$ cat src/rtl/c1541_pkg.sv
// C1541 track controller shared types and helpers.
// Zone geometry of a 35-track D64 image.
package c1541_pkg;

  typedef enum logic [2:0] {
    S_IDLE,
    S_SETTLE,
    S_WB_SCAN,
    S_WB_REQ,
    S_WB_WAIT,
    S_RD_REQ,
    S_RD_WAIT,
    S_READY
  } state_t;

  localparam int MAX_SPT = 21;

  function automatic logic [5:0] clamp_track(input logic [5:0] t);
    if (t == 6'd0) return 6'd1;
    if (t > 6'd35) return 6'd35;
    return t;
  endfunction

  function automatic logic [4:0] spt(input logic [5:0] t);
    logic [5:0] c;
    c = clamp_track(t);
    if (c <= 6'd17) return 5'd21;
    if (c <= 6'd24) return 5'd19;
    if (c <= 6'd30) return 5'd18;
    return 5'd17;
  endfunction

  function automatic logic [9:0] track_base(input logic [5:0] t);
    logic [9:0] c;
    c = {4'd0, clamp_track(t)};
    if (c <= 10'd17) return (c - 10'd1) * 10'd21;
    if (c <= 10'd24) return 10'd357 + (c - 10'd18) * 10'd19;
    if (c <= 10'd30) return 10'd490 + (c - 10'd25) * 10'd18;
    return 10'd598 + (c - 10'd31) * 10'd17;
  endfunction

endpackage

$ cat src/rtl/c1541_track_lba.sv
// D64 sector index of a (track, sector) pair.
// Track 0 maps to track 1 so an empty slot yields LBA 0.
module c1541_track_lba
  import c1541_pkg::*;
(
  input  logic [5:0]  track,
  input  logic [4:0]  sector,
  output logic [31:0] lba
);

  assign lba = {22'd0, track_base(track)} + {27'd0, sector};

endmodule

$ cat src/rtl/c1541_track_ctl.sv
// Track buffer controller: settles head moves, writes back
// dirty sectors, then streams the new track in from SD.
module c1541_track_ctl
  import c1541_pkg::*;
#(
  parameter int SETTLE = 1024
) (
  input  logic        clk32,
  input  logic        reset_n,
  input  logic [5:0]  track,
  input  logic        img_mounted,
  input  logic        img_readonly,
  input  logic        gcr_we,
  input  logic [4:0]  gcr_sector,
  output logic [31:0] sd_lba,
  output logic        sd_rd,
  output logic        sd_wr,
  input  logic        sd_ack,
  input  logic        sd_done,
  output logic [4:0]  buf_sector,
  output logic [5:0]  loaded_track,
  output logic        ram_ready
);

  localparam int CW = $clog2(SETTLE) + 1;
  localparam logic [CW-1:0] SMAX = CW'(SETTLE - 1);

  state_t state, state_n;

  logic [MAX_SPT-1:0] dirty;
  logic               pending;
  logic [CW-1:0]      cnt;
  logic [5:0]         cand;
  logic [5:0]         target;

  logic [5:0] tclamp;
  logic [4:0] spt_l;
  logic [4:0] spt_t;
  logic       go;
  logic       brk;
  logic       last;
  logic       found;
  logic [4:0] idx;
  logic       wb_phase;
  logic [5:0] lba_trk;

  assign tclamp = clamp_track(track);
  assign spt_l  = spt(loaded_track);
  assign spt_t  = spt(target);
  assign go     = (tclamp != loaded_track) | pending | img_mounted;
  assign brk    = (tclamp != target) | pending | img_mounted;
  assign last   = (buf_sector == spt_t - 5'd1);

  assign sd_wr = (state == S_WB_REQ);
  assign sd_rd = (state == S_RD_REQ);

  assign wb_phase = (state == S_WB_SCAN) | (state == S_WB_REQ) |
                    (state == S_WB_WAIT);
  assign lba_trk  = wb_phase ? loaded_track : target;

  c1541_track_lba u_lba (
    .track  (lba_trk),
    .sector (buf_sector),
    .lba    (sd_lba)
  );

  // Lowest dirty sector of the buffered track.
  always_comb begin
    found = 1'b0;
    idx   = 5'd0;
    for (int i = MAX_SPT - 1; i >= 0; i--) begin
      if (dirty[i]) begin
        found = 1'b1;
        idx   = i[4:0];
      end
    end
  end

  // Next-state logic.
  always_comb begin
    state_n = state;
    unique case (state)
      S_IDLE:    if (go) state_n = S_SETTLE;
      S_READY:   if (go) state_n = S_SETTLE;
      S_SETTLE:
        if (tclamp == cand && cnt == SMAX) state_n = S_WB_SCAN;
      S_WB_SCAN: state_n = found ? S_WB_REQ : S_RD_REQ;
      S_WB_REQ:  if (sd_ack) state_n = S_WB_WAIT;
      S_WB_WAIT:
        if (sd_done) state_n = brk ? S_SETTLE : S_WB_SCAN;
      S_RD_REQ:  if (sd_ack) state_n = S_RD_WAIT;
      S_RD_WAIT:
        if (sd_done) begin
          if (brk)       state_n = S_SETTLE;
          else if (last) state_n = S_READY;
          else           state_n = S_RD_REQ;
        end
      default:   state_n = S_IDLE;
    endcase
  end

  // State register and datapath updates.
  always_ff @(posedge clk32 or negedge reset_n) begin
    if (!reset_n) begin
      state        <= S_IDLE;
      ram_ready    <= 1'b0;
      dirty        <= '0;
      pending      <= 1'b0;
      cnt          <= '0;
      cand         <= 6'd0;
      target       <= 6'd0;
      buf_sector   <= 5'd0;
      loaded_track <= 6'd0;
    end else begin
      state     <= state_n;
      ram_ready <= (state_n == S_READY);

      if (state != S_SETTLE && state_n == S_SETTLE) begin
        cnt  <= '0;
        cand <= tclamp;
      end else if (state == S_SETTLE) begin
        if (tclamp != cand) begin
          cnt  <= '0;
          cand <= tclamp;
        end else if (cnt != SMAX) begin
          cnt <= cnt + 1'b1;
        end
      end

      if (state == S_SETTLE && state_n == S_WB_SCAN) begin
        target  <= cand;
        pending <= 1'b0;
      end

      if (state == S_WB_SCAN)
        buf_sector <= found ? idx : 5'd0;

      if (state == S_WB_WAIT && sd_done)
        dirty[buf_sector] <= 1'b0;

      if (state == S_RD_REQ)
        loaded_track <= target;

      if (state == S_RD_WAIT && sd_done) begin
        if (brk)
          loaded_track <= 6'd0;
        else if (!last)
          buf_sector <= buf_sector + 5'd1;
      end

      if (state == S_READY && gcr_we && !img_readonly &&
          gcr_sector < spt_l)
        dirty[gcr_sector] <= 1'b1;

      if (img_mounted) begin
        dirty   <= '0;
        pending <= 1'b1;
      end
    end
  end

endmodule

$ cat config.mk
export PLATFORM = sky130hd
export DESIGN_NAME = c1541_track_ctl
export DESIGN_NICKNAME = d
export VERILOG_FILES = /design/src/rtl/c1541_pkg.sv /design/src/rtl/c1541_track_lba.sv /design/src/rtl/c1541_track_ctl.sv
export SDC_FILE = /design/constraint.sdc
export NUM_CORES = 1
export LEC_CHECK = 0
export ABC_CLOCK_PERIOD_IN_PS = 9570
export BUFFER_PORTS_ARGS = -buffer_cell sky130_fd_sc_hd__buf_4
export CAP_MARGIN = 0
export CORE_ASPECT_RATIO = 2
export CORE_MARGIN = 4
export CORE_UTILIZATION = 35
export DETAILED_ROUTE_END_ITERATION = 7
export PLACE_DENSITY_LB_ADDON = 0.1
export SYNTH_ARGS = -nofsm -noshare
export SYNTH_HDL_FRONTEND = slang
export SYNTH_SLANG_ARGS = --single-unit
$ cat constraint.sdc
create_clock -name clk32 -period 9.57 [get_ports clk32]
set_clock_uncertainty 0.15 [all_clocks]
set_input_delay 2.871 -clock clk32 [delete_from_list [all_inputs] [get_ports clk32]]
set_output_delay 2.871 -clock clk32 [all_outputs]
set_load 0.02 [all_outputs]
Yosys cells after proc, flatten, opt, wreduce, memory -nomap -nowiden. Cells that the tools add are included.

Register bits: 60. Input port bits: 18. Output and inout port bits: 46. Word-level logic and storage cells: 234.

Add/sub/neg operators: 11. $mul: 4. Magnitude comparators: 18. Equality and inequality tests: 18. Muxes and demuxes: 142. Bitwise logic cells: 9. Reductions and logical operators: 23.

Operator list (number): $mux W5 (38); $mux W6 (23); $mux W21 (3); $mux W10 (6); $mux W1 (55); $le A6 B5 Y1 const B (9); $mux W11 (4); $mul A10 B5 Y10 const B (3); $gt A6 B6 Y1 const B (4); $logic_not A6 Y1 (4); $mux W3 (8); $and A21 B21 Y21 (1); $not A21 Y21 (1); $or A21 B21 Y21 (1); $pmux W3 S7 (1); $sub A6 B5 Y7 const B (3); $add A9 B10 Y10 const A (2); $ne A6 B6 Y1 (3); $eq A3 B3 Y1 const B (5); $lt A5 B6 Y1 const B (2); $add A10 B5 Y11 (1); $add A11 B1 Y11 const B (1); $eq A11 B10 Y1 const B (1); $ne A11 B10 Y1 const B (1); 22 further kinds (45).

Logic depth before layout (Yosys ltp).
Depth after elaboration: 27. Gate-level depth with buffers: 27.

Hierarchy. From an unflattened synthesis, not the netlist that was laid out.

Cells, all modules: 820. Area total of the unflattened synthesis: 6800.3 um2.

Modules (own cells, without submodules): c1541_track_ctl (instances 1, cells an instance 460, area an instance 3885.0 um2, sequential area each 1501.4 um2); c1541_track_lba (instances 1, cells an instance 360, area an instance 2915.3 um2, sequential area each 0.0 um2).

Worst setup path before layout. No wires, ideal clock.

Kind: reg2out. Start point: register state[0]. End point: output port sd_lba[10]. Arrival time: 5.781 ns. Required time: 6.549 ns. Setup slack: 0.768 ns. Stages on the path, launching flop included: 23. Cells stage by stage: dfrtp_1 -> or3b_1 -> buf_2 -> nand2_1 -> mux2i_1 -> clkbuf_1 -> buf_1 -> nand2_1 -> ha_1 -> xor2_1 -> ha_1 -> ha_1 -> ha_1 -> ha_1 -> nor2b_1 -> o21a_1 -> o21a_1 -> o41ai_1 -> xnor2_1 -> xor2_1 -> o221ai_1 -> o21ai_2 -> nor3b_1.

Longest elaborated chain between the ends: 18.

Ends and longest elaborated chain: start, declared (RTL line c1541_track_ctl.sv:28) `state_t state, state_n;`; start signal, assigned (RTL line c1541_track_ctl.sv:115) `state <= state_n;`; $eq A3 B2 Y1 (RTL line c1541_track_ctl.sv:57) `assign wb_phase = (state == S_WB_SCAN) | (state == S_WB_REQ) |`; $or A1 B1 Y1 (RTL line c1541_track_ctl.sv:57); $or A1 B1 Y1 * (RTL line c1541_track_ctl.sv:57); $mux W6 * (RTL line c1541_track_ctl.sv:59) `assign lba_trk = wb_phase ? loaded_track : target;`; $gt A6 B6 Y1 (RTL line c1541_pkg.sv:20) `if (t > 6'd35) return 6'd35;`; $mux W1 (2 in a row) (RTL line c1541_pkg.sv:20); $mux W6 (RTL line c1541_pkg.sv:21) `return t;`; $mux W6 * (RTL line c1541_pkg.sv:20); $sub A6 B5 Y7 or $sub A6 B1 Y7 (tied branches) (RTL line c1541_pkg.sv:37, c1541_pkg.sv:36); $mul A10 B5 Y10, on equally long branches (RTL line c1541_pkg.sv:37, c1541_pkg.sv:36); $add A9 B10 Y10 or $mux W10 (tied branches) (RTL line c1541_pkg.sv:37, c1541_pkg.sv:36); $mux W10 (RTL line c1541_pkg.sv:37) `if (c <= 10'd24) return 10'd357 + (c - 10'd18) * 10'd19;`; $mux W10 (RTL line c1541_pkg.sv:38) `if (c <= 10'd30) return 10'd490 + (c - 10'd25) * 10'd18;`; $mux W10 (RTL line c1541_pkg.sv:39) `return 10'd598 + (c - 10'd31) * 10'd17;`; $mux W10 (RTL line c1541_pkg.sv:38); $mux W10 * (RTL line c1541_pkg.sv:37); $add A10 B5 Y11 * (RTL line c1541_track_lba.sv:11) `assign lba = {22'd0, track_base(track)} + {27'd0, sector};`; end, declared (RTL line c1541_track_ctl.sv:15) `output logic [31:0] sd_lba,`.

Mark *: on every way between the ends. The rest lies on a longest branch, timed or not. The select of a mux whose other input is x is not followed.

Final worst setup path.
Start point: register state[2]. End point: output port sd_lba[10].

The elaborated chain is that of the path after synthesis.

==> impl_metrics.py <==
metrics = {
    "synthesis": {
        "ys_seq_elements": 60,
        "synth.yosys.warnings": 0,
        "netlist_area_mm2": 0.006895,
        "synth_flop_cell": "dfrtp_1",
        "synth.distinct_cells": 80,
        "yosysTopAreaCell": "dfrtp_1",
        "synth-edff-count": 0,
        "synthCells": 852,
        "yosysTopAreaCellShare": 0.2177,
        "seq_area_frac_synth": 0.2177,
        "ys_top_cells_by_area": "dfrtp_1 22%, ha_1 14%, nor2_1 5.8%, xnor2_1 4.8%, a21oi_1 4.0%",
        "async_flop_share": 1.000,
        "syn_avg_cell_area_um2": 8.093,
    },
    "detailed_routing": {
        "routed_via_density": 5.409,
        "vias": 6237,
        "dr.pass1.iters": 4,
        "ant_nets": 0,
        "totalWireLength_um": 22220,
        "drc": 0,
        "drt_iter0_drc": 213,
        "wl_per_cell_um": 19.27,
    },
    "clock_network": {
        "cts_buffer_depth": 2,
        "cts-buffers-inserted": 9,
        "htreeDepth": 3,
        "cts_setup_buffers": 0,
        "cts_tree": "done",
        "cts-root-buf": "clkbuf_16",
        "clkTransAtPathRegs_ns": 0.06,
        "clk_latency_ns": 0.34,
        "cts.sinks": 60,
        "holdBufCountCts": 0,
    },
    "floorplan": {
        "die_h_um": 206.5,
        "row_count": 72,
        "die_x_um": 107.3,
        "io_pins": 64,
        "die-area_mm2": 0.02215,
        "core_area_mm2": 0.01937,
        "start_util": 0.3560,
    },
    "grt": {
        "grt_usage": 0.2058,
        "antenna_found_initial": 0,
        "gr-total-overflow": 0,
        "grt_pass1_vias": 6502,
        "grt_max_degree": 61,
        "grt_pass1_wl_um": 35020,
    },
    "sta": {
        "fmax_mhz": 109.4,
        "slew_viol_final": 0,
        "fin_crit_ns": 9.144,
        "tns_ns": 0,
        "setup_viol": 0,
        "min_period_over_period": 0.9555,
        "worst_pin_slew_ns": 0.8723,
        "relSlewSlack": 0.4140,
        "rsz0062_at_grt": "no",
        "whs_ns": 0.3568,
        "hold_violations": 0,
    },
    "placement": {
        "io_buffer_count": 42,
        "hpwl_um": 18040,
        "place_congestion": 0.9440,
        "dp.cells": 1137,
    },
    "setup_path": {
        "crit_type": "reg -> out",
        "crit_arrival_ns": 6.12,
        "critPathRequiredTime_ns": 6.55,
        "endpoint_kind": "output port",
        "worst-path-max-fanout": 11,
        "crit_path_start_kind": "register",
        "r2r_cells": 10,
    },
    "final_layout": {
        "fill_cells": 2057,
        "fin_cells": 1153,
        "drive_above_1_share": 0.1309,
        "final_util": 0.4016,
        "area_growth_syn_to_layout_pct": 12.79,
        "diodes": 0,
        "fin_nets": 995,
    },
    "run_status": {
        "status": "completed",
    },
    "worst_hold_path": {
        "hp-class": "reg -> reg",
        "hold_path_depth": 1,
    },
    "flow_run": {
        "cap_violations": 0,
    },
}
==> layout by cell type (no fill, tap or decap), drive strengths merged, types with 8 or more instances in the layout <==
master	netlist	final
xor2	22	22
fa	12	12
buf	31	60
conb	1	21
o211ai	9	9
o21ai	35	35
nand3	20	20
nand2	57	57
nand4	11	11
mux2i	12	12
a211oi	8	8
a22oi	10	10
clkbuf	23	9
a21oi	57	57
nor3b	10	10
nor2	106	106
nor3	25	25
ha	76	76
a31oi	15	15
nor2b	10	10
mux2	11	11
inv	61	62
o21bai	8	8
nand2b	11	11
xnor2	38	38
dfrtp	60	60
a21o	13	13
==> metrics by stage <==
step	cell area, um^2	setup slack, ns
2_1_floorplan	6970	0.7677
3_5_place_dp	7455	0.4160
6_report	7777	0.4260
3_3_place_gp	7455	0.4622
5_1_grt	7777	0.07031
4_1_cts	7756	0.04466
==> flip-flops by register name, indices dropped and copies added (netlist names), 3 cells and up <==
| signal | count |
|---|---|
| buf_sector | 5 |
| dirty | 21 |
| cand | 6 |
| state | 3 |
| target | 6 |
| loaded_track | 6 |
| cnt | 11 |
==> cell type report <==
type	instances	area (um^2)	area share
Clock buffer	9	225.2	0.02896
Clock inverter	7	76.32	0.009813
Inverter	61	234.0	0.03008
Multi-Input combinational cell	697	4965	0.6384
Sequential cell	60	1503	0.1932
Tap cell	259	324.1	0.04167
Timing Repair Buffer	60	450.4	0.05792
==> metal layers <==
layer	track usage	wire length [um]	vias to the layer above
li1	-	-	3069
met1	0.1888	7332	2993
met2	0.4167	13140	111
met3	0.01626	280	64
met4	0.1335	1463	0
met5	0	0	-
==> worst paths after layout <==
path | from | to | slack, ns
max | state[2] | sd_lba[10] | 0.43
min | pending | pending | 0.36
max reg2reg | loaded_track[2] | dirty[8] | 5.71
min reg2reg | pending | pending | 0.36
max in group asynchronous | reset_n | state[2] | 6.20
min in group asynchronous | reset_n | cnt[9] | 2.47
==> repair_timing <==
| action | 4_1_cts | 5_1_grt |
|---|---|---|
| hold endpoints to repair | 0 | 0 |
| gates resized for setup | 0 | 8 |
| setup endpoints to repair | 0 | 3 |
==> kinds of logic after synthesis <==
group | count (synthesis) | synth area share
buf+inv | 115 | 0.07657
mux | 23 | 0.03593
compound gates | 206 | 0.2038
flops | 60 | 0.2177
fa+ha+maj | 88 | 0.1727
xor+xnor | 60 | 0.07621
other cells | 1 | 0.0005438
simple gates | 299 | 0.2165
==> critical path, cell delays in order (launching register included) <==
cell and delay (ns):
dfrtp_2 0.45, or3b_4 0.44, a21o_1 0.24, a211oi_2 0.41, a21oi_2 0.13, a211o_4 0.36
inv_6 0.14, ha_2 0.29, inv_1 0.12, a21oi_1 0.17, o21a_1 0.17, a211oi_2 0.06
ha_1 0.32, ha_1 0.23, fa_1 0.53, nor3_1 0.22, o211ai_1 0.11, a31oi_1 0.18
xnor2_1 0.12, xnor2_1 0.30, nor2_1 0.07, o221ai_1 0.23, o21ai_2 0.11, nor3b_1 0.20
buf_4 0.17
==> Yosys cell counts (all sizes together) (11+ instances only) <==
library cell / count
nor2: 106
ha: 76
inv: 61
dfrtp: 60
a21oi: 57
nand2: 57
xnor2: 38
o21ai: 35
buf: 31
nor3: 25
clkbuf: 23
xor2: 22
nand3: 20
a31oi: 15
a21o: 13
fa: 12
mux2i: 12
mux2: 11
nand2b: 11
nand4: 11
Power is left out: the tool's default activity adds up to more than one toggle a clock period on the data nets, which glitch-free logic cannot reach.
